--- src/rtl/amax10_qsys_nios2_gen2_cpu_oci_trace_pkg.sv ---
// amax10_qsys_nios2_gen2_cpu_oci_trace_pkg: shared state encoding and level width helper
package amax10_qsys_nios2_gen2_cpu_oci_trace_pkg;
  typedef enum logic [1:0] {IDLE = 2'd0, CAPTURE = 2'd1, DRAIN = 2'd2, ENDED = 2'd3} state_t;
  function automatic int lvl_w(input int depth);
    return $clog2(depth) + 1;
  endfunction
endpackage

--- src/rtl/amax10_qsys_nios2_gen2_cpu_oci_trace_monitor_if.sv ---
// amax10_qsys_nios2_gen2_cpu_oci_trace_monitor_if: capture, control and reader signals of the trace monitor
interface amax10_qsys_nios2_gen2_cpu_oci_trace_monitor_if #(
  parameter int DATA_W = 30,
  parameter int CNT_W  = 4,
  parameter int DEPTH  = 16,
  parameter int DROP_W = 16
);
  logic                  capture_en;
  logic                  dct_valid;
  logic [DATA_W-1:0]     dct_buffer;
  logic [CNT_W-1:0]      dct_count;
  logic                  test_ending;
  logic                  test_has_ended;
  logic                  rd_ready;
  logic                  rd_valid;
  logic [CNT_W+DATA_W-1:0] rd_data;
  logic [amax10_qsys_nios2_gen2_cpu_oci_trace_pkg::lvl_w(DEPTH)-1:0] level;
  logic                  overflow;
  logic [DROP_W-1:0]     drop_count;
  logic [1:0]            state;
  logic                  drain_done;
  modport master (
    output capture_en, dct_valid, dct_buffer, dct_count, test_ending, test_has_ended, rd_ready,
    input  rd_valid, rd_data, level, overflow, drop_count, state, drain_done
  );
  modport slave (
    input  capture_en, dct_valid, dct_buffer, dct_count, test_ending, test_has_ended, rd_ready,
    output rd_valid, rd_data, level, overflow, drop_count, state, drain_done
  );
endinterface

--- src/rtl/amax10_qsys_nios2_gen2_cpu_oci_trace_fifo.sv ---
// amax10_qsys_nios2_gen2_cpu_oci_trace_fifo: first-word-fall-through buffer with occupancy count
module amax10_qsys_nios2_gen2_cpu_oci_trace_fifo
  import amax10_qsys_nios2_gen2_cpu_oci_trace_pkg::*;
#(
  parameter int W     = 34,
  parameter int DEPTH = 16,
  localparam int LW   = lvl_w(DEPTH),
  localparam int AW   = $clog2(DEPTH)
) (
  input  logic          clk,
  input  logic          reset,
  input  logic          wr_en,
  input  logic [W-1:0]  wr_data,
  input  logic          rd_en,
  output logic [W-1:0]  rd_data,
  output logic          full,
  output logic          empty,
  output logic [LW-1:0] level
);
  logic [W-1:0]  mem [DEPTH];
  logic [AW-1:0] wr_ptr, rd_ptr;
  // storage is not reset; only pointers and level define what is valid
  always_ff @(posedge clk)
    if (wr_en) mem[wr_ptr] <= wr_data;
  // pointers wrap naturally at the power-of-two depth
  always_ff @(posedge clk or posedge reset)
    if (reset) begin
      wr_ptr <= '0;
      rd_ptr <= '0;
      level  <= '0;
    end else begin
      wr_ptr <= wr_ptr + AW'(wr_en);
      rd_ptr <= rd_ptr + AW'(rd_en);
      level  <= level + LW'(wr_en) - LW'(rd_en);
    end
  assign rd_data = mem[rd_ptr];
  assign full    = level == LW'(DEPTH);
  assign empty   = level == '0;
endmodule

--- src/rtl/amax10_qsys_nios2_gen2_cpu_oci_trace_monitor.sv ---
// amax10_qsys_nios2_gen2_cpu_oci_trace_monitor: captures debug frames, drains them to a reader, sequences end of test
module amax10_qsys_nios2_gen2_cpu_oci_trace_monitor
  import amax10_qsys_nios2_gen2_cpu_oci_trace_pkg::*;
#(
  parameter int DATA_W = 30,
  parameter int CNT_W  = 4,
  parameter int DEPTH  = 16,
  parameter int DROP_W = 16,
  localparam int LW    = lvl_w(DEPTH)
) (
  input logic clk,
  input logic reset,
  amax10_qsys_nios2_gen2_cpu_oci_trace_monitor_if.slave bus
);
  state_t                  st;
  logic                    full, empty, attempt, wr_en, rd_en;
  logic [CNT_W+DATA_W-1:0] head;
  logic [LW-1:0]           level;
  assign attempt = st == CAPTURE && bus.dct_valid && bus.dct_count != '0;
  assign wr_en   = attempt && !full;
  assign rd_en   = bus.rd_valid && bus.rd_ready;
  assign bus.rd_valid   = !empty && st != ENDED;
  assign bus.rd_data    = bus.rd_valid ? head : '0;
  assign bus.level      = level;
  assign bus.state      = st;
  assign bus.drain_done = st == ENDED && empty;
  amax10_qsys_nios2_gen2_cpu_oci_trace_fifo #(.W(CNT_W + DATA_W), .DEPTH(DEPTH)) u_fifo (
    .clk(clk), .reset(reset), .wr_en(wr_en), .wr_data({bus.dct_count, bus.dct_buffer}),
    .rd_en(rd_en), .rd_data(head), .full(full), .empty(empty), .level(level)
  );
  // end-of-test sequencer; hard stop overrides everything, ENDED holds until reset
  always_ff @(posedge clk or posedge reset)
    if (reset) st <= IDLE;
    else st <= bus.test_has_ended ? ENDED :
               st == CAPTURE ? (bus.test_ending ? DRAIN : bus.capture_en ? CAPTURE : IDLE) :
               st == IDLE    ? (bus.capture_en ? (bus.test_ending ? DRAIN : CAPTURE) : IDLE) :
               st == DRAIN   ? ((empty || (level == LW'(1) && rd_en)) ? ENDED : DRAIN) : ENDED;
  // a qualified frame arriving at a full buffer is lost; record it with a saturating count
  always_ff @(posedge clk or posedge reset)
    if (reset) begin
      bus.overflow   <= 1'b0;
      bus.drop_count <= '0;
    end else if (attempt && full) begin
      bus.overflow <= 1'b1;
      if (~&bus.drop_count) bus.drop_count <= bus.drop_count + 1'b1;
    end
endmodule

--- src/flat_wrapper.sv ---
// flat-port wrapper written by rule: the top's interface ports become plain ports
module amax10_qsys_nios2_gen2_cpu_oci_trace_monitor_flat import amax10_qsys_nios2_gen2_cpu_oci_trace_pkg::*;
#(
  parameter int DATA_W = 30,
  parameter int CNT_W  = 4,
  parameter int DEPTH  = 16,
  parameter int DROP_W = 16,
  localparam int LW    = lvl_w(DEPTH)
)
  (clk, reset, bus_capture_en, bus_dct_valid, bus_dct_buffer, bus_dct_count, bus_test_ending, bus_test_has_ended, bus_rd_ready, bus_rd_valid, bus_rd_data, bus_level, bus_overflow, bus_drop_count, bus_state, bus_drain_done);
  amax10_qsys_nios2_gen2_cpu_oci_trace_monitor_if #(.DATA_W(DATA_W), .CNT_W(CNT_W), .DEPTH(DEPTH), .DROP_W(DROP_W)) bus_i ();
  input logic clk;
  input logic reset;
  input wire logic [$bits(bus_i.capture_en)-1:0] bus_capture_en;
  input wire logic [$bits(bus_i.dct_valid)-1:0] bus_dct_valid;
  input wire logic [$bits(bus_i.dct_buffer)-1:0] bus_dct_buffer;
  input wire logic [$bits(bus_i.dct_count)-1:0] bus_dct_count;
  input wire logic [$bits(bus_i.test_ending)-1:0] bus_test_ending;
  input wire logic [$bits(bus_i.test_has_ended)-1:0] bus_test_has_ended;
  input wire logic [$bits(bus_i.rd_ready)-1:0] bus_rd_ready;
  output wire logic [$bits(bus_i.rd_valid)-1:0] bus_rd_valid;
  output wire logic [$bits(bus_i.rd_data)-1:0] bus_rd_data;
  output wire logic [$bits(bus_i.level)-1:0] bus_level;
  output wire logic [$bits(bus_i.overflow)-1:0] bus_overflow;
  output wire logic [$bits(bus_i.drop_count)-1:0] bus_drop_count;
  output wire logic [$bits(bus_i.state)-1:0] bus_state;
  output wire logic [$bits(bus_i.drain_done)-1:0] bus_drain_done;
  assign bus_i.capture_en = bus_capture_en;
  assign bus_i.dct_valid = bus_dct_valid;
  assign bus_i.dct_buffer = bus_dct_buffer;
  assign bus_i.dct_count = bus_dct_count;
  assign bus_i.test_ending = bus_test_ending;
  assign bus_i.test_has_ended = bus_test_has_ended;
  assign bus_i.rd_ready = bus_rd_ready;
  assign bus_rd_valid = bus_i.rd_valid;
  assign bus_rd_data = bus_i.rd_data;
  assign bus_level = bus_i.level;
  assign bus_overflow = bus_i.overflow;
  assign bus_drop_count = bus_i.drop_count;
  assign bus_state = bus_i.state;
  assign bus_drain_done = bus_i.drain_done;
  amax10_qsys_nios2_gen2_cpu_oci_trace_monitor #(.DATA_W(DATA_W), .CNT_W(CNT_W), .DEPTH(DEPTH), .DROP_W(DROP_W)) u_core (.clk(clk), .reset(reset), .bus(bus_i));
endmodule
--- config.mk ---
export PLATFORM = sky130hd
export DESIGN_NAME = amax10_qsys_nios2_gen2_cpu_oci_trace_monitor_flat
export DESIGN_NICKNAME = d
export VERILOG_FILES = /design/src/rtl/amax10_qsys_nios2_gen2_cpu_oci_trace_pkg.sv /design/src/rtl/amax10_qsys_nios2_gen2_cpu_oci_trace_monitor_if.sv /design/src/rtl/amax10_qsys_nios2_gen2_cpu_oci_trace_fifo.sv /design/src/rtl/amax10_qsys_nios2_gen2_cpu_oci_trace_monitor.sv /design/src/flat_wrapper.sv
export SDC_FILE = /design/constraint.sdc
export NUM_CORES = 1
export LEC_CHECK = 0
export ABC_CLOCK_PERIOD_IN_PS = 13300
export BUFFER_PORTS_ARGS = -buffer_cell sky130_fd_sc_hd__buf_4
export CORE_MARGIN = 4
export CORE_UTILIZATION = 45
export DETAILED_ROUTE_END_ITERATION = 16
export PLACE_DENSITY = 0.65
export SYNTH_ARGS = -nofsm -noshare
export SYNTH_HDL_FRONTEND = slang
export SYNTH_HIERARCHICAL = 1
export SYNTH_SLANG_ARGS = --single-unit
--- constraint.sdc ---
create_clock -name clk -period 13.3 [get_ports clk]
set_input_delay 1.995 -clock clk [delete_from_list [all_inputs] [get_ports clk]]
set_output_delay 1.995 -clock clk [all_outputs]
set_load 0.05 [all_outputs]
Word level (Yosys, flattened, before mapping). Memories as Yosys holds them, arrays and structs flattened. Cells that the tools add are included.

Add/sub/neg operators: 5. Equality and inequality tests: 6. Muxes and demuxes: 12. Bitwise logic cells: 1. Reductions and logical operators: 16.

Operator list (count): two-way mux 34 bit (1); adder 16 x 1 -> 16 bit, second input constant (1); AND reduction 16 bit (1); two-way mux 2 bit (7); adder 4 x 1 -> 4 bit (2); logical AND 1 bit (8); adder 5 x 1 -> 5 bit (1); == test 5 x 1 -> 1 bit, second input constant (1); == test 5 bit, second input constant (1); zero test 5 bit (1); subtractor 5 x 1 -> 5 bit (1); == test 2 bit, second input constant (2); two-way mux 1 bit (4); nonzero test 4 bit (1); == test 2 x 1 -> 1 bit, second input constant (1); zero test 1 bit (2); zero test 2 bit (1); inequality test 2 bit, second input constant (1); AND reduction 2 bit (1); logical OR 1 bit (1); NOT 1 bit (1).

Bits in registers: 32. Memory bits (writable): 544. Output and inout bits: 60. Logic and storage cells: 47. Memories: 1.

Memories: u_core.u_fifo.mem (words 16, width 34, rd ports 1, clocked after Yosys merged registers in 0, write ports 1, RTL line amax10_qsys_nios2_gen2_cpu_oci_trace_fifo.sv:20) `logic [W-1:0] mem [DEPTH];`.

Longest topological paths before layout. Gate-level depths: netlist of the first run.

Depth in word-level cells: 11. Gate-level depth with buffers: 13. Gate-level depth less buffers: 13.

Cells and area by module. Netlist of the first run, hierarchy kept.

Modules (own cells, without submodules): amax10_qsys_nios2_gen2_cpu_oci_trace_fifo (instances 1, cells an instance 1051, area an instance 21638.3 µm², sequential area each 16661.0 µm²); amax10_qsys_nios2_gen2_cpu_oci_trace_monitor (instances 1, cells an instance 131, area an instance 1306.3 µm², sequential area each 475.5 µm²).

Least setup slack after synthesis of the first run. Ideal clock, no wire load.

Path kind: input -> register. Start point: input bus_dct_count[1]. End point: memory u_core.u_fifo.mem[0][0], enable pin. Data arrival time: 5.237 ns. Data required time: 12.833 ns. Slack: 7.596 ns. Stages on the path: 4. Cell sequence: or4_4 and4b_1 or3b_2 nor3_1.

Longest elaborated chain between the ends: 5.

Ends and longest elaborated chain: start: declaration (RTL line flat_wrapper.sv:17) `input wire logic [$bits(bus_i.dct_count)-1:0] bus_dct_count;`; nonzero test 4 bit (RTL line amax10_qsys_nios2_gen2_cpu_oci_trace_monitor.sv:19) `assign attempt = st == CAPTURE && bus.dct_valid && bus.dct_count != '0;`; logical AND 1 bit (RTL line amax10_qsys_nios2_gen2_cpu_oci_trace_monitor.sv:19); logical AND 1 bit (RTL line amax10_qsys_nios2_gen2_cpu_oci_trace_monitor.sv:20) `assign wr_en = attempt && !full;`; net u_core.wr_en (RTL line amax10_qsys_nios2_gen2_cpu_oci_trace_monitor.sv:16) `logic full, empty, attempt, wr_en, rd_en;`; two-way mux 1 bit (RTL line amax10_qsys_nios2_gen2_cpu_oci_trace_fifo.sv:24) `if (wr_en) mem[wr_ptr] <= wr_data;`; two-way mux 1 bit (not written as such) (RTL line amax10_qsys_nios2_gen2_cpu_oci_trace_fifo.sv:24); end: declaration (RTL line amax10_qsys_nios2_gen2_cpu_oci_trace_fifo.sv:20).

The timed path passes the listed nets, and every way through them passes these cells.

Final worst setup path of the first run.
Start point: register u_core.u_fifo.rd_ptr[2]. End point: output bus_rd_data[31].

Longest elaborated chain between the ends: 2.

Ends and longest elaborated chain: start: declaration (RTL line amax10_qsys_nios2_gen2_cpu_oci_trace_fifo.sv:21) `logic [AW-1:0] wr_ptr, rd_ptr;`; start signal: assignment (RTL line amax10_qsys_nios2_gen2_cpu_oci_trace_fifo.sv:33) `rd_ptr <= rd_ptr + AW'(rd_en);`; memory (16 x 34 bit); net u_core.head[31] (RTL line amax10_qsys_nios2_gen2_cpu_oci_trace_monitor.sv:17) `logic [CNT_W+DATA_W-1:0] head;`; two-way mux 34 bit (RTL line amax10_qsys_nios2_gen2_cpu_oci_trace_monitor.sv:23) `assign bus.rd_data = bus.rd_valid ? head : '0;`; end: declaration (RTL line flat_wrapper.sv:22) `output wire logic [$bits(bus_i.rd_data)-1:0] bus_rd_data;`.

The timed path passes the listed nets, and every way through them passes these cells.

==> out/metrics.cfg, run 1 <==
[global_routing]
initial_antenna_violation_count = 1
first_global_vias = 11800
grt_remaining_overflow = 0
grt.total_usage_pct = 18.6
wire_length_of_the_first_global_routing_pass_um = 75800
maximum_number_of_pins_on_one_net_before_global_route_repair = 61

[cts]
cts.hold.buffers_added = 0
cts_setup_buffers = 0
clkSlewWorstSetupHoldPaths_ps = 60
htree_num_levels = 2
cts_inserted_buffers = 56
clkLatencyLatePin_ps = 610
clock_tree_from_tritoncts = built
resized_cells_post_cts = 0
clk_path_buf_depth = 3
cts-root-buf = sky130_fd_sc_hd__clkbuf_16
clock-sinks = 576

[synth]
seq_area_frac_synth_pct = 74.7
synth.net_count = 1235
synth_top_flop_cell = sky130_fd_sc_hd__edfxtp_1
synth_largest_area_cell = sky130_fd_sc_hd__edfxtp_1
post_synth_instance_area_um2 = 22900
synth_top_area_share_pct = 71.2
syn_inst = 1182
netlist-cell-type-count = 52
number_of_flops_mapped_to_enable_cells_by_yosys = 544
yosys-top-cells-area = sky130_fd_sc_hd__edfxtp_1 71%, sky130_fd_sc_hd__mux4_2 6.1%, sky130_fd_sc_hd__mux2i_1 6.0%
synthesis.area_per_instance_um2 = 19.4
synth-warning-count = 6
synth_most_common_cell = sky130_fd_sc_hd__edfxtp_1
fraction_of_registers_with_async_set_reset_pct = 5.56
synth-seq-cells = 576
synth_top_cells_by_count = 544 x sky130_fd_sc_hd__edfxtp_1, 137 x sky130_fd_sc_hd__mux2i_1, 62 x sky130_fd_sc_hd__mux4_2, 57 x sky130_fd_sc_hd__a221oi_1, 41 x sky130_fd_sc_hd__nand2_1

[cells_and_area]
layout.cell_area.non_filler_um2 = 26200
final_core_util_pct = 52.1
drive_above_1_share_pct = 24.0
final_nets = 1356
area_occupied_by_multi_input_gates_um2 = 5430
antenna_cells_inserted = 0
seq_area_um2 = 17100
filler_cell_count = 4011
syn2layout_area_growth_pct = 14.3

[setup_path]
end_kind = primary output
critical_path.reg2reg.startpoint = u_core/u_fifo/level[2]$_DFF_PP0_
critical_path_class = reg2out
timing.critical_path.from_type = flip-flop
crit_arrival_ps = 4070
crit_path_cell_trace = nor2b_4 > buf_4 > a221oi_1 > o21ai_0 > nand2_1 > and2_1 > buf_4
critical_path.slowest_cell = sky130_fd_sc_hd__nor2b_4
cp_max_fo = 35
timing.critical_path.required_ps = 11310
worstRegToRegCells = 7
r2r_setup_slack_ps = 9640
worst_path_max_stage_delay_ps = 1000
worstReg2RegEnd = u_core/u_fifo/mem[8][17]$_DFFE_PP_
cpMostUsedCell = sky130_fd_sc_hd__buf_4

[pwr]
power-per-cell-area_nw_per_um2 = 152
max-vdd-ir-drop_v = 0.0000966
p_leak_nw = 8.98

[sta]
timing.final.hold_violations = 0
sum_neg_setup_slack_ps = 0
final.period_utilization_pct = 45.6
maxSlewHeadroom_pct = 25.7
unrepaired_setup_endpoints_after_global_routing = no
post-route-min-period_ps = 6070
achievable-frequency_mhz = 165
finalSetupViolations = 0
fin_skew_ps = 20.0
timing_worst_slew_pin_value_ps = 1110
timing.final.max_slew_violations = 0

[floorplan]
core_area_um2 = 50300
die_h_um = 234
die_area_um2 = 54700
top_level_ports = 101
die_width_um = 234
starting_density_of_the_core_pct = 45.6
floorplan.rows = 82

[job]
cap_violations = 0

[placement]
place_hpwl_um = 27100
placedInstanceArea_um2 = 24400
port_buf_inserts = 100
place.gp.congestion = 0.747

[hold_path]
hold_path_class = reg2reg
min_delay_path_depth = 1
hold-path-endpoint = u_core/bus.overflow$_DFFE_PP0P_
critical_hold_path_startpoint = u_core/bus.overflow$_DFFE_PP0P_

[drt]
detailroute.via_count = 11600
pre_repair_dr_iteration_count = 5
drtIter0Drc = 950
vias_per_cell = 5.74
routed_len_inst_um = 25.0
route.final.wire_length_um = 50500
drc = 0
final_antenna_net_count = 0

[status]
status = finished clean

==> metrics by stage <==
stage,total power [mW],std cells,setup WS [ps],hold WS (ps)
4_1_cts,4.02,2020,7200,492
3_5_place_dp,2.48,1917,7870,471
2_1_floorplan,2.39,1182,7600,488
5_1_grt,4.13,2020,6990,513
3_3_place_gp,2.48,1917,7860,451
6_report,3.98,2020,7230,489
==> final cells by class <==
class / instances / share of cell area, %
Sequential cell: 576 / 65.4
Multi-Input combinational cell: 529 / 20.7
Clock buffer: 64 / 5.46
Timing Repair Buffer: 128 / 3.67
Tap cell: 672 / 3.21
Clock inverter: 39 / 1.38
Inverter: 12 / 0.172
==> critical path: cells and delay by family (launching register included) <==
kind	cells	cell delay, ps
buffers and inverters	2	790
AOI/OAI and AO/OA	2	430
and+or+nand+nor	3	1290
DFF	1	900
==> sequential cells by signal, summed over array words and instances (netlist names) <==
| name | flops |
|---|---|
| u_core/u_fifo/level | 5 |
| u_core/bus.drop_count | 16 |
| u_core/bus.overflow | 1 |
| u_core/u_fifo/rd_ptr | 4 |
| u_core/u_fifo/mem | 544 |
| u_core/bus.state | 2 |
| u_core/u_fifo/wr_ptr | 4 |
==> cell families (layout without fill, tap and decap cells) <==
kind of cell | after synthesis | count (layout) | share of synthesized area [%]
AND/OR/NAND/NOR | 145 | 145 | 3.82
multiplexers | 206 | 206 | 12.8
buffers and inverters | 77 | 243 | 2.19
flip-flops | 576 | 576 | 74.7
XOR/XNOR | 21 | 21 | 0.802
adder cells (fa/ha/maj) | 12 | 12 | 0.687
AO/OA/AOI/OAI | 145 | 145 | 5.02
==> layout by cell type, fill, tap and decap left out, types with 4 or more instances in the layout <==
cell	netlist	final
sky130_fd_sc_hd__xnor2_1	5	5
sky130_fd_sc_hd__xor2_1	16	16
sky130_fd_sc_hd__nor4_1	4	4
sky130_fd_sc_hd__clkinv_2	0	19
sky130_fd_sc_hd__mux4_2	62	62
sky130_fd_sc_hd__ha_1	11	11
sky130_fd_sc_hd__clkbuf_1	22	8
sky130_fd_sc_hd__mux2i_1	137	137
sky130_fd_sc_hd__nand2_1	41	41
sky130_fd_sc_hd__clkinv_1	1	9
sky130_fd_sc_hd__mux4_1	6	6
sky130_fd_sc_hd__o21ai_0	35	35
sky130_fd_sc_hd__edfxtp_1	544	544
sky130_fd_sc_hd__a221oi_1	57	57
sky130_fd_sc_hd__nand3_1	8	8
sky130_fd_sc_hd__nor3_2	1	5
sky130_fd_sc_hd__a221oi_2	11	11
sky130_fd_sc_hd__bufinv_16	0	6
sky130_fd_sc_hd__buf_4	7	128
sky130_fd_sc_hd__dfrtp_1	32	29
sky130_fd_sc_hd__clkbuf_16	0	56
sky130_fd_sc_hd__nor2_1	17	5
sky130_fd_sc_hd__and2_1	36	35
sky130_fd_sc_hd__nor2_4	0	12
sky130_fd_sc_hd__inv_1	11	11
sky130_fd_sc_hd__a22oi_1	34	34
==> routing by layer <==
layer | part of all wire, % | global-route usage, % | up-vias
met5 | 0.014 | 0 | -
met4 | 1.6 | 3.90 | 2
met3 | 6.2 | 3.52 | 74
met2 | 50 | 31.0 | 333
met1 | 42 | 26.0 | 6100
li1 | - | - | 5085
==> worst max-delay path by stage <==
stage | from | slack [ps] | end
global placement | u_core/u_fifo/rd_ptr[0]$_DFF_PP0_ | 7860 | bus_rd_data[17]
floorplan | bus_dct_count[1] | 7600 | u_core/u_fifo/mem[0][0]$_DFFE_PP_
CTS | u_core/u_fifo/rd_ptr[0]$_DFF_PP0_ | 7200 | bus_rd_data[19]
detailed placement | u_core/u_fifo/rd_ptr[0]$_DFF_PP0_ | 7870 | bus_rd_data[19]
global route | u_core/u_fifo/rd_ptr[0]$_DFF_PP0_ | 6990 | bus_rd_data[22]
finish | u_core/u_fifo/rd_ptr[2]$_DFF_PP0_ | 7230 | bus_rd_data[31]
==> power breakdown <==
| part | total (mW) | leakage [nW] | switching, mW | internal (mW) |
|---|---|---|---|---|
| clock | 1.55 | 0.892 | 0.658 | 0.889 |
| combinational | 0.404 | 2.79 | 0.206 | 0.197 |
| sequential | 2.03 | 5.29 | 0.0380 | 1.99 |
Note: power is estimated with default switching activity, not from simulation.
==> run 2, diff against run 1 <==
Settings changed: ABC_AREA set to 1, ABC_CLOCK_PERIOD_IN_PS 13300 to 5100, PLACE_DENSITY 0.65 to 0.68.
Clock period 13.3 ns to 5.1 ns, I/O delays scaled along.
==> run 2 against run 1 <==
Against the previous run: clock skew increased by 4.9 ps; sequential share of layout area down 4.8 points; largest cell class unchanged; synthesized area grew 8.7%; utilization decreased by 0.72 points.
==> out/metrics.cfg, run 2 <==
[floorplan]
top_level_ports = 101
floorplan.rows = 86
die_width_um = 243
starting_density_of_the_core_pct = 45.4
core_area_um2 = 55000
die_area_um2 = 59300
die_h_um = 243

[cells_and_area]
largest_register_ff_count = 544
most_common_library_cell_in_the_layout_ignoring_fill_and_taps = sky130_fd_sc_hd__nand2_1
drive_above_1_share_pct = 9.81
largestRegisters = u_core/u_fifo/mem: 544 flops, u_core/bus.drop_count: 16 flops, u_core/u_fifo/level: 5 flops
syn2layout_area_growth_pct = 13.4
top_register = u_core/u_fifo/mem
filler_cell_count = 4766
final_nets = 2591
final_core_util_pct = 51.4
mostFrequentLayoutCells = 938 x sky130_fd_sc_hd__nand2_1, 544 x sky130_fd_sc_hd__edfxtp_1, 268 x sky130_fd_sc_hd__inv_1

[cts]
cts_inserted_buffers = 58
clock_tree_from_tritoncts = built
htree_num_levels = 2
clock-sinks = 576
resized_cells_post_cts = 0
cts.hold.buffers_added = 0
clkLatencyLatePin_ps = 610
cts-root-buf = sky130_fd_sc_hd__clkbuf_16
clk_path_buf_depth = 3
clkSlewWorstSetupHoldPaths_ps = 70
cts_setup_buffers = 0

[synth]
seq_area_frac_synth_pct = 68.7
synthesis.area_per_instance_um2 = 10.2
largest_family_of_logic_cells_by_synthesized_area = simple AND/OR/NAND/NOR gates
syn_inst = 2448
yosys-top-cells-area = sky130_fd_sc_hd__edfxtp_1 65%, sky130_fd_sc_hd__nand2_1 14%, sky130_fd_sc_hd__nand3_1 4.4%
synth_top_flop_cell = sky130_fd_sc_hd__edfxtp_1
synth-warning-count = 6
synth_top_cells_by_count = 938 x sky130_fd_sc_hd__nand2_1, 544 x sky130_fd_sc_hd__edfxtp_1, 280 x sky130_fd_sc_hd__nor2_1, 268 x sky130_fd_sc_hd__inv_1, 218 x sky130_fd_sc_hd__nand3_1
synth_largest_area_cell = sky130_fd_sc_hd__edfxtp_1
synth-seq-cells = 576
synth_top_area_share_pct = 65.5
synthXorXnorAreaFrac_pct = 0.527
multiplexer_area_fraction_after_synthesis_pct = 0
number_of_flops_mapped_to_enable_cells_by_yosys = 544
synth_compound_gate_area_share_pct = 0.226
netlist-cell-type-count = 29
fraction_of_registers_with_async_set_reset_pct = 5.56
post_synth_instance_area_um2 = 24900
synth-simple-area-share_pct = 23.3
synth.net_count = 2501
yosys.area_share.adder_pct = 0.632
synth_most_common_cell = sky130_fd_sc_hd__nand2_1

[global_routing]
grt.total_usage_pct = 19.7
grt_remaining_overflow = 0
wire_length_of_the_first_global_routing_pass_um = 91900
maximum_number_of_pins_on_one_net_before_global_route_repair = 174
first_global_vias = 16400
initial_antenna_violation_count = 2

[setup_path]
worst_path_max_stage_delay_ps = 780
end_kind = primary output
path_buf_inv = 4
critical_path.slowest_cell = sky130_fd_sc_hd__dfrtp_4
critical_path_class = reg2out
crit_arrival_ps = 3570
crit_path_cell_trace = inv_6 > buf_4 > nand2_1 > nand2_1 > nand2_1 > nand3_1 > nand2_1 > nand2_1 > inv_1 > nor2_1 > buf_4
r2r_setup_slack_ps = 1850
path_delay_family = buffers and inverters
timing.critical_path.from_type = flip-flop
cp_max_fo = 98
timing.critical_path.required_ps = 4340
cpMostUsedCell = sky130_fd_sc_hd__nand2_1

[sta]
sum_neg_setup_slack_ps = 0
timing.final.max_slew_violations = 0
final.period_utilization_pct = 85.0
unrepaired_setup_endpoints_after_global_routing = no
fin_skew_ps = 24.9
timing.final.hold_violations = 0
achievable-frequency_mhz = 231
maxSlewHeadroom_pct = 25.7
timing_worst_slew_pin_value_ps = 1110
finalSetupViolations = 0
post-route-min-period_ps = 4330

[hold_path]
hold_path_class = in2async

[drt]
pre_repair_dr_iteration_count = 6
vias_per_cell = 5.03
detailroute.via_count = 16800
route.final.wire_length_um = 59400
drtIter0Drc = 1851
routed_len_inst_um = 17.8
drc = 0
final_antenna_net_count = 0

[pwr]
power-per-cell-area_nw_per_um2 = 368
max-vdd-ir-drop_v = 0.000256
p_leak_nw = 11.9
power_mw = 10.4

[placement]
port_buf_inserts = 100
place_hpwl_um = 32400
place.gp.congestion = 0.797

[status]
status = finished clean

[job]
cap_violations = 0

## run 2: cell count changes after synthesis, sizes merged, moves of 68 or more
cell,change
a221oi,-68
mux2i,-137
nor2,+267
mux4,-68
inv,+261
nand2,+900
nand3,+210
## run 2: stage by stage
step | cell area [µm²] | cells | worst slack [ps] | hold WS (ps)
2_1_floorplan | 24900 | 2448 | 1040 | 467
5_1_grt | 28300 | 3337 | 528 | 235
6_report | 28300 | 3337 | 765 | 218
4_1_cts | 28300 | 3336 | 756 | 201
3_3_place_gp | 26500 | 3226 | 1480 | 493
3_5_place_dp | 26500 | 3226 | 1460 | 467
## run 2: logic make-up after synthesis
kind of cell | count (synthesis)
XOR/XNOR | 15
flip-flops | 576
AO/OA/AOI/OAI | 9
adder cells (fa/ha/maj) | 12
buffers and inverters | 382
AND/OR/NAND/NOR | 1454
## run 2: worst paths after layout
path / startpoint / end / cells past startpoint
max: u_core/u_fifo/rd_ptr[0]$_DFF_PP0_ / bus_rd_data[6] / 11
min: reset / u_core/u_fifo/level[0]$_DFF_PP0_ / 2
max reg2reg: u_core/u_fifo/level[3]$_DFF_PP0_ / u_core/u_fifo/level[4]$_DFF_PP0_ / 15
min reg2reg: u_core/bus.overflow$_DFFE_PP0P_ / u_core/bus.overflow$_DFFE_PP0P_ / 1
max in group asynchronous: reset / u_core/bus.drop_count[4]$_DFFE_PP0P_ / 2
min in group clk: bus_test_has_ended / u_core/bus.state[0]$_DFF_PP0_ / 3
## run 2: power breakdown
part | leakage [nW] | internal, mW | switching (mW) | total (mW)
combinational | 5.67 | 0.329 | 0.784 | 1.11
clock | 0.884 | 2.26 | 1.75 | 4.02
sequential | 5.29 | 5.19 | 0.0717 | 5.26
total | 11.9 | 7.78 | 2.61 | 10.4
## run 2: area by class of cell
type,instances,area (µm²),share of cell area (%)
well taps,748,936,3.31
flip-flops and latches,576,17100,60.6
diodes,1,2.50,0.00885
multi-input cells,1490,6270,22.2
repair buffers,138,1090,3.84
clock inverters,31,195,0.690
inverters,274,1030,3.66
clock buffers,79,1610,5.70
## run 2: worst register-to-register path, cell delays in order, from the launching register on
cell                      delay, ps
sky130_fd_sc_hd__dfrtp_1        430
sky130_fd_sc_hd__inv_1          100
sky130_fd_sc_hd__ha_1           150
sky130_fd_sc_hd__nand3_1        120
sky130_fd_sc_hd__nor2_1         140
sky130_fd_sc_hd__a21oi_1         90
sky130_fd_sc_hd__inv_2           70
sky130_fd_sc_hd__buf_4          490
sky130_fd_sc_hd__nor2_1         200
sky130_fd_sc_hd__ha_1           330
sky130_fd_sc_hd__inv_1           40
sky130_fd_sc_hd__ha_1           210
sky130_fd_sc_hd__fa_1           450
sky130_fd_sc_hd__nand3_1        100
sky130_fd_sc_hd__nand2_1         70
sky130_fd_sc_hd__xor2_1         140
## run 2: metal layers
metal	part of all wire (%)	up-vias	GRT usage [%]	wire length, µm
met3	7.2	98	3.73	4270
met2	48	577	33.1	28500
li1	-	8028	-	-
met4	2.3	2	5.01	1340
met5	0.022	-	0	13
met1	43	8096	26.6	25300
==> run 3, diff against run 2 <==
Settings changed: ABC_CLOCK_PERIOD_IN_PS 5100 to 4200, PLACE_DENSITY 0.68 to 0.65.
Clock period 5.1 ns to 4.2 ns, I/O delays scaled along.
==> run 3 against run 2 <==
Against the previous run: critical path depth is the same; count of clock-buffer cells in the layout shrank 6; worst setup slack lost 300 ps.
==> out/metrics.cfg, run 3 (synthesis gave the netlist of run 2 again) <==
[setup_path]
timing.critical_path.required_ps = 3570
cpMostUsedCell = sky130_fd_sc_hd__nand2_1
startpoint = u_core/u_fifo/rd_ptr[1]$_DFF_PP0_
worst_path_max_stage_delay_ps = 720
critical_path.reg2reg.startpoint = u_core/u_fifo/level[3]$_DFF_PP0_
path_buf_inv = 4
end_kind = primary output
critical_path.slowest_cell = sky130_fd_sc_hd__dfrtp_4
path_delay_family = buffers and inverters
crit_arrival_ps = 3100
cp_max_fo = 30
critical_path_class = reg2out
timing.critical_path.from_type = flip-flop
crit_path_cell_trace = nand2_1 > inv_2 > buf_4 > nand2_1 > nor2_1 > nor2_1 > nand2_1 > nand2_1 > inv_1 > nor2_1 > buf_4

[cells_and_area]
final_nets = 2596
final_cell_count_no_fill = 3338
syn2layout_area_growth_pct = 14.2
most_common_library_cell_in_the_layout_ignoring_fill_and_taps = sky130_fd_sc_hd__nand2_1
largestRegisters = u_core/u_fifo/mem: 544 flops, u_core/bus.drop_count: 16 flops, u_core/u_fifo/level: 5 flops
largest_register_ff_count = 544
mostFrequentLayoutCells = 938 x sky130_fd_sc_hd__nand2_1, 544 x sky130_fd_sc_hd__edfxtp_1, 268 x sky130_fd_sc_hd__inv_1
antenna_cells_inserted = 0
drive_above_1_share_pct = 10.4
top_register = u_core/u_fifo/mem
layout.cell_area.non_filler_um2 = 28500

[cts]
clkLatencyLatePin_ps = 620
cts-root-buf = sky130_fd_sc_hd__clkbuf_16
clock-sinks = 576
clk_path_buf_depth = 3
clock_tree_from_tritoncts = built
cts_inserted_buffers = 56
cts_setup_buffers = 0
htree_num_levels = 2
clkSlewWorstSetupHoldPaths_ps = 60

[drt]
route.final.wire_length_um = 60500
final_antenna_net_count = 0
pre_repair_dr_iteration_count = 5
drtIter0Drc = 1394
vias_per_cell = 5.02
drc = 0
routed_len_inst_um = 18.1
detailroute.via_count = 16700

[global_routing]
met2_global_route_usage_pct = 33.7
grt_remaining_overflow = 0
wire_length_of_the_first_global_routing_pass_um = 93600
globalRoute.busiestLayer = met2
grt_util_met3_pct = 3.87
first_global_vias = 16300
maximum_number_of_pins_on_one_net_before_global_route_repair = 182
initial_antenna_violation_count = 0
grt.total_usage_pct = 20.2
grt_use_met1_pct = 27.2

[status]
status = finished clean

[floorplan]
starting_density_of_the_core_pct = 45.4
die_area_um2 = 59300
floorplan.rows = 86
core_area_um2 = 55000
die_width_um = 243
die_h_um = 243
top_level_ports = 101

[sta]
unrepaired_setup_endpoints_after_global_routing = no
maxSlewHeadroom_pct = 31.4
fin_skew_ps = 31.7
final.period_utilization_pct = 88.8
timing.final.max_slew_violations = 0
post-route-min-period_ps = 3730
sum_neg_setup_slack_ps = 0
timing.final.hold_violations = 0
timing_worst_slew_pin_value_ps = 1030
achievable-frequency_mhz = 268
finalSetupViolations = 0

[pwr]
p_leak_nw = 11.9
power-per-cell-area_nw_per_um2 = 454
max-vdd-ir-drop_v = 0.000423

[placement]
place_hpwl_um = 34500
place.gp.congestion = 0.802
placedInstanceArea_um2 = 26600
placed_cells = 3233
port_buf_inserts = 100

[job]
cap_violations = 0

[hold_path]
hold_path_class = in2async

run 3: changes by cell type in the layout (fill, tap and decap cells not counted), moves of 4 or more:
cell	before	now
sky130_fd_sc_hd__clkbuf_1	14	4
sky130_fd_sc_hd__clkbuf_8	6	11
sky130_fd_sc_hd__buf_4	134	138
sky130_fd_sc_hd__bufinv_16	1	5
run 3: final cells by class:
cell class	instances	area, µm²
Clock buffer	73	1620
Clock inverter	32	299
Fill cell	4796	26500
Inverter	274	1030
Multi-Input combinational cell	1490	6270
Sequential cell	576	17100
Tap cell	748	936
Timing Repair Buffer	145	1180
run 3: power by group:
part | internal (mW) | switching, mW
Clock | 3.01 | 2.13
Combinational | 0.411 | 1.02
Sequential | 6.30 | 0.0462
run 3: layer usage:
metal  vias up  wire [µm]  share of wire [%]
met5         -          0                  0
met4         0       1650                2.7
met3       102       3920                6.5
met2       484      29000                 48
met1      8126      26000                 43
li1       8037          -                  -
run 3: worst paths after layout:
check                                                            end  slack [ps]  cells past startpoint
worst max register to register   u_core/u_fifo/mem[15][19]$_DFFE_PP_        1350                      9
min in group clk                       u_core/bus.state[0]$_DFF_PP0_         240                      3
worst min register to register       u_core/bus.overflow$_DFFE_PP0P_         510                      1
max in group asynchronous       u_core/bus.drop_count[1]$_DFFE_PP0P_        3570                      2
worst max-delay path                                  bus_rd_data[2]         470                     11
worst min-delay path               u_core/u_fifo/rd_ptr[2]$_DFF_PP0_         130                      2
run 3: timing repair:
action	CTS	global route
hold buffers	0	0
resized for setup	0	1
endpoints found under the setup margin	0	1
run 3: metrics by stage:
| step | power [mW] | hold WS, ps | utilization (%) | worst slack, ps |
|---|---|---|---|---|
| floorplan | 7.49 | 467 | - | 272 |
| global placement | 7.88 | 487 | 48.3 | 944 |
| detailed placement | 7.90 | 481 | 48.3 | 857 |
| CTS | 13.0 | 104 | 51.8 | 177 |
| global route | 13.4 | 151 | 51.8 | 207 |
| finish | 12.9 | 125 | 51.8 | 470 |
